**config.mk**
```make
export PLATFORM = sky130hd
export DESIGN_NAME = seq_logic_unit
export DESIGN_NICKNAME = d
export VERILOG_FILES = /design/src/rtl/seq_logic_unit.sv
export SDC_FILE = /design/constraint.sdc
export NUM_CORES = 1
export LEC_CHECK = 0
export CORE_UTILIZATION = 51
export CTS_CLUSTER_DIAMETER = 200
export CTS_CLUSTER_SIZE = 30
export DETAILED_ROUTE_END_ITERATION = 10
export PLACE_DENSITY = 0.89
export SETUP_SLACK_MARGIN = 0.15
export SLEW_MARGIN = 20
export SYNTH_ARGS = -nofsm -noshare
export SYNTH_HDL_FRONTEND = slang
export SYNTH_SLANG_ARGS = --single-unit
```
**constraint.sdc**
```tcl
create_clock -name clk -period 4.3 [get_ports clk]
set_clock_uncertainty 0.05 [all_clocks]
set_input_delay 0.86 -clock clk [delete_from_list [all_inputs] [get_ports clk]]
set_output_delay 0.86 -clock clk [all_outputs]
set_load 0.02 [all_outputs]
```
**src/rtl/seq_logic_unit.sv**
```systemverilog
// seq_logic_unit: multi-cycle bitwise logic unit (AND/OR/XOR/NOR).
// Operands are captured on start and processed one SLICE-wide slice per
// cycle, LSB first. A registered zero flag is produced with the final slice.
module seq_logic_unit #(
  parameter int unsigned WIDTH = 32,
  parameter int unsigned SLICE = 8
) (
  input  logic             clk,
  input  logic             rst_n,
  input  logic             start,
  input  logic [1:0]       op,
  input  logic [WIDTH-1:0] a,
  input  logic [WIDTH-1:0] b,
  output logic             busy,
  output logic             done,
  output logic [WIDTH-1:0] result,
  output logic             zero
);

  localparam int unsigned N  = WIDTH / SLICE;
  localparam int unsigned KW = (N > 1) ? $clog2(N) : 1;
  localparam logic [KW-1:0] KLAST = KW'(N - 1);

  localparam logic [1:0] S_IDLE = 2'd0;
  localparam logic [1:0] S_RUN  = 2'd1;
  localparam logic [1:0] S_DONE = 2'd2;

  localparam logic [1:0] OP_AND = 2'b00;
  localparam logic [1:0] OP_OR  = 2'b01;
  localparam logic [1:0] OP_XOR = 2'b10;

  generate
    if ((WIDTH % SLICE) != 0) begin : g_bad_width
      $error("seq_logic_unit: WIDTH must be a multiple of SLICE");
    end
  endgenerate

  logic [1:0]       state;
  logic [KW-1:0]    k;
  logic [WIDTH-1:0] a_r;
  logic [WIDTH-1:0] b_r;
  logic [1:0]       op_r;
  logic [SLICE-1:0] sa;
  logic [SLICE-1:0] sb;
  logic [SLICE-1:0] sf;
  logic [WIDTH-1:0] res_next;

  // Slice k of the captured operands through the selected gate, merged into result
  always_comb begin
    sa = a_r[k*SLICE +: SLICE];
    sb = b_r[k*SLICE +: SLICE];
    case (op_r)
      OP_AND:  sf = sa & sb;
      OP_OR:   sf = sa | sb;
      OP_XOR:  sf = sa ^ sb;
      default: sf = ~(sa | sb);
    endcase
    res_next = result;
    res_next[k*SLICE +: SLICE] = sf;
  end

  // Control FSM, operand capture, slice write-back and zero flag
  always_ff @(posedge clk or negedge rst_n) begin
    if (!rst_n) begin
      state  <= S_IDLE;
      k      <= '0;
      a_r    <= '0;
      b_r    <= '0;
      op_r   <= '0;
      result <= '0;
      zero   <= 1'b0;
    end else begin
      case (state)
        S_RUN: begin
          result <= res_next;
          if (k == KLAST) begin
            state <= S_DONE;
            zero  <= (res_next == '0);
            k     <= '0;
          end else begin
            k <= k + 1'b1;
          end
        end
        default: begin
          // IDLE and DONE share the capture path so start in DONE runs back-to-back
          if (start) begin
            state  <= S_RUN;
            a_r    <= a;
            b_r    <= b;
            op_r   <= op;
            result <= '0;
            zero   <= 1'b0;
            k      <= '0;
          end else begin
            state <= S_IDLE;
          end
        end
      endcase
    end
  end

  assign busy = (state == S_RUN);
  assign done = (state == S_DONE);

endmodule

```
==> impl_metrics.py <==
metrics = {
    "run_status": {
        "status": "finished, final reports clean",
    },
    "sta": {
        "period_needed_ps": 3220,
        "setup_tns_ps": 0,
        "finalHoldViolations": 0,
        "worst_slew_pin_slew_ps": 865.3,
        "setup_violations": 0,
        "rsz0062_at_grt": "false",
        "final_max_slew_viol_count": 0,
        "max_slew_margin_pct": 42.31,
        "fin_crit_sh_pct": 74.88,
        "max_freq_ghz": 0.3106,
    },
    "placement": {
        "place_area_um2": 6122,
        "place_hpwl_mm": 8.909,
        "gp_congestion": 0.9283,
        "io_buffers": 103,
    },
    "route": {
        "drc_errors": 0,
        "routed.top_layer": "met4",
        "vias": 4099,
        "dr.pass1.iters": 4,
        "routed-wl-met2_mm": 5.939,
        "ant_nets": 0,
        "wl_met3_um": 834,
        "avgRoutedWirePerCell_um": 15.41,
        "via_per_inst": 5.379,
        "met1_length_mm": 4.719,
        "drt_iter0_markers": 286,
        "drt-total-wl_mm": 11.74,
    },
    "logic_synthesis": {
        "synth_edf_count": 0,
        "synthesis.area_um2": 5014,
        "synth_most_common_cell": "nand2_1",
        "synth.net_count": 627,
        "synth_cells": 536,
        "synth.avg_cell_area_um2": 9.354,
        "seq_area_frac_synth_pct": 51.41,
        "async_reset_ff_share_pct": 100.0,
        "ys_ff_latch": 103,
        "synth_cell_types": 34,
        "synth.top_cells.by_area": "dfrtp_1, nand2_1, mux4_2",
        "yosysTopAreaCell": "dfrtp_1",
        "ys_warn_count": 0,
        "yosysTopAreaCellShare_pct": 51.41,
        "synth_commonest_cells": "nand2_1, dfrtp_1, o21ai_0, ha_1, inv_1",
        "synthFlopType": "dfrtp_1",
    },
    "cells_and_area": {
        "multi_input_area_um2": 2255,
        "layout.nets": 720,
        "seq_area_um2": 2579,
        "syn_to_final_growth_pct": 25.51,
        "design_area_um2": 6292,
        "fillerInstances": 771,
        "antennaDiodeCount": 0,
        "layout-drive-gt1-share_pct": 7.899,
    },
    "setup_path": {
        "critical_path.endpoint": "zero$_DFFE_PN0P_",
        "rrSetupSlack_ps": 1080,
        "crit_path_max_fanout": 20,
        "path_cells": "mux4_2, inv_1, ha_1, mux2_2, a21oi_1, nand3_2, o21ai_0, nand4_1, o31ai_1",
        "arrival_ps": 3430,
        "rr_worst_depth": 9,
        "rr_startpoint": "k[1]$_DFFE_PN0P_",
        "r2r-end": "zero$_DFFE_PN0P_",
        "end_kind": "flip-flop",
        "cp.required_ps": 4510,
        "startpoint": "k[1]$_DFFE_PN0P_",
        "start_kind": "flip-flop",
        "max_stage_delay_ps": 920,
        "crit_slowest_cell": "dfrtp_1",
        "crit_type": "flip-flop to flip-flop",
    },
    "die": {
        "rows": 35,
        "die_area_um2": 10230,
        "chipWidth_um": 101.2,
        "start_util_pct": 53.50,
        "core_um2": 9371,
        "io_pins": 104,
        "fp.dieH_um": 101.2,
    },
    "cts": {
        "tritoncts": "done",
        "clk_transition_reported_paths_ps": 90,
        "hold_buffers": 0,
        "htreeDepth": 3,
        "cts_setup_buffers": 0,
        "ctsRootBufferMaster": "clkbuf_8",
        "cts_sinks": 103,
        "ctsResizeCount": 0,
        "insertion_delay_ps": 360,
        "cts_max_path_buffers": 2,
        "cts_buffers": 9,
    },
    "power_and_ir_drop": {
        "power-per-cell-area_nw_per_um2": 768.4,
        "p_leak_nw": 2.999,
        "power_w": 0.004835,
        "ir_drop_v": 0.0002989,
    },
    "global_routing": {
        "grt_max_degree": 68,
        "antenna_found_initial": 0,
        "grt_overflow": 0,
        "grt_pass1_wl_mm": 19.64,
        "grt_pass1_vias": 4178,
        "grt.total_usage_pct": 24.99,
    },
    "hold_path": {
        "hold_path_class": "flip-flop to flip-flop",
    },
    "run": {
        "maxCapViolations": 0,
    },
}
-- cell usage in the layout, fill, tap and decap left out, types with 3 or more instances in the layout --
master	count
a211oi_1	7
a21oi_1	11
a21oi_2	3
buf_4	5
clkbuf_8	10
clkdlybuf4s50_1	102
clkinv_2	3
dfrtp_1	102
ha_1	22
inv_1	20
mux2_4	4
mux4_2	16
nand2_1	236
nand3_1	4
nor2_1	13
nor2b_1	5
nor4_1	9
o21ai_0	35
o31ai_1	3
-- state kept, by name (all words and copies together) (netlist names) --
register and flops:
b_r 32, result 32, k 2, zero 1
state 2, a_r 32, op_r 2
-- cell families (layout without fill, tap and decap cells) --
kind of cell | Yosys count | after routing | synth area share (%)
AO/OA/AOI/OAI | 65 | 65 | 7.961
adder cells (fa/ha/maj) | 22 | 22 | 5.490
buffers and inverters | 45 | 142 | 3.793
flip-flops | 103 | 103 | 51.41
multiplexers | 23 | 23 | 9.059
AND/OR/NAND/NOR | 278 | 278 | 22.29
-- critical path: cells and delay by family, from the launching register on --
kind | cells | cell delay [ps]
adder cells (fa/ha/maj) | 1 | 220
buffers and inverters | 1 | 70
multiplexers | 2 | 700
flip-flops | 1 | 920
AND/OR/NAND/NOR | 2 | 270
AO/OA/AOI/OAI | 3 | 870
-- cell type report --
class	count	share of cell area, %
Clock buffer	11	2.247
Tap cell	129	2.565
Timing Repair Buffer	107	16.82
Multi-Input combinational cell	388	35.83
Sequential cell	103	40.98
Inverter	20	1.193
Clock inverter	4	0.3579
-- where the power goes --
group          internal [W]  total, W  switching (W)
clock              0.000221  0.000526       0.000305
sequential          0.00138   0.00179       0.000406
combinational       0.00113   0.00252        0.00140
total               0.00273   0.00483        0.00211
-- worst min path at each step --
stage,from,endpoint,slack (ps),cells past startpoint
finish,b_r[3]$_DFFE_PN0P_,b_r[3]$_DFFE_PN0P_,440,2
global route,a_r[2]$_DFFE_PN0P_,a_r[2]$_DFFE_PN0P_,450,2
CTS,b_r[3]$_DFFE_PN0P_,b_r[3]$_DFFE_PN0P_,430,2
detailed placement,b_r[3]$_DFFE_PN0P_,b_r[3]$_DFFE_PN0P_,410,2
global placement,b_r[0]$_DFFE_PN0P_,b_r[0]$_DFFE_PN0P_,400,2
floorplan,a_r[16]$_DFFE_PN0P_,a_r[16]$_DFFE_PN0P_,390,2
-- per-stage QoR --
step	setup slack, ps	util [%]	instances	hold slack (ps)
6_report	1080	67.14	762	435.1
5_1_grt	886.4	67.14	762	452.2
4_1_cts	803.7	67.08	762	433.3
3_5_place_dp	832.7	65.33	747	412.2
3_3_place_gp	999.8	65.33	747	404.1
2_1_floorplan	1216	-	536	390.3
-- layer usage --
layer | vias to the layer above | track usage, %
met1 | 1962 | 31.15
li1 | 1939 | -
met2 | 180 | 43.17
met5 | - | 0
met3 | 18 | 5.728
met4 | 0 | 8.473
Power figures use the tool's default switching activity.
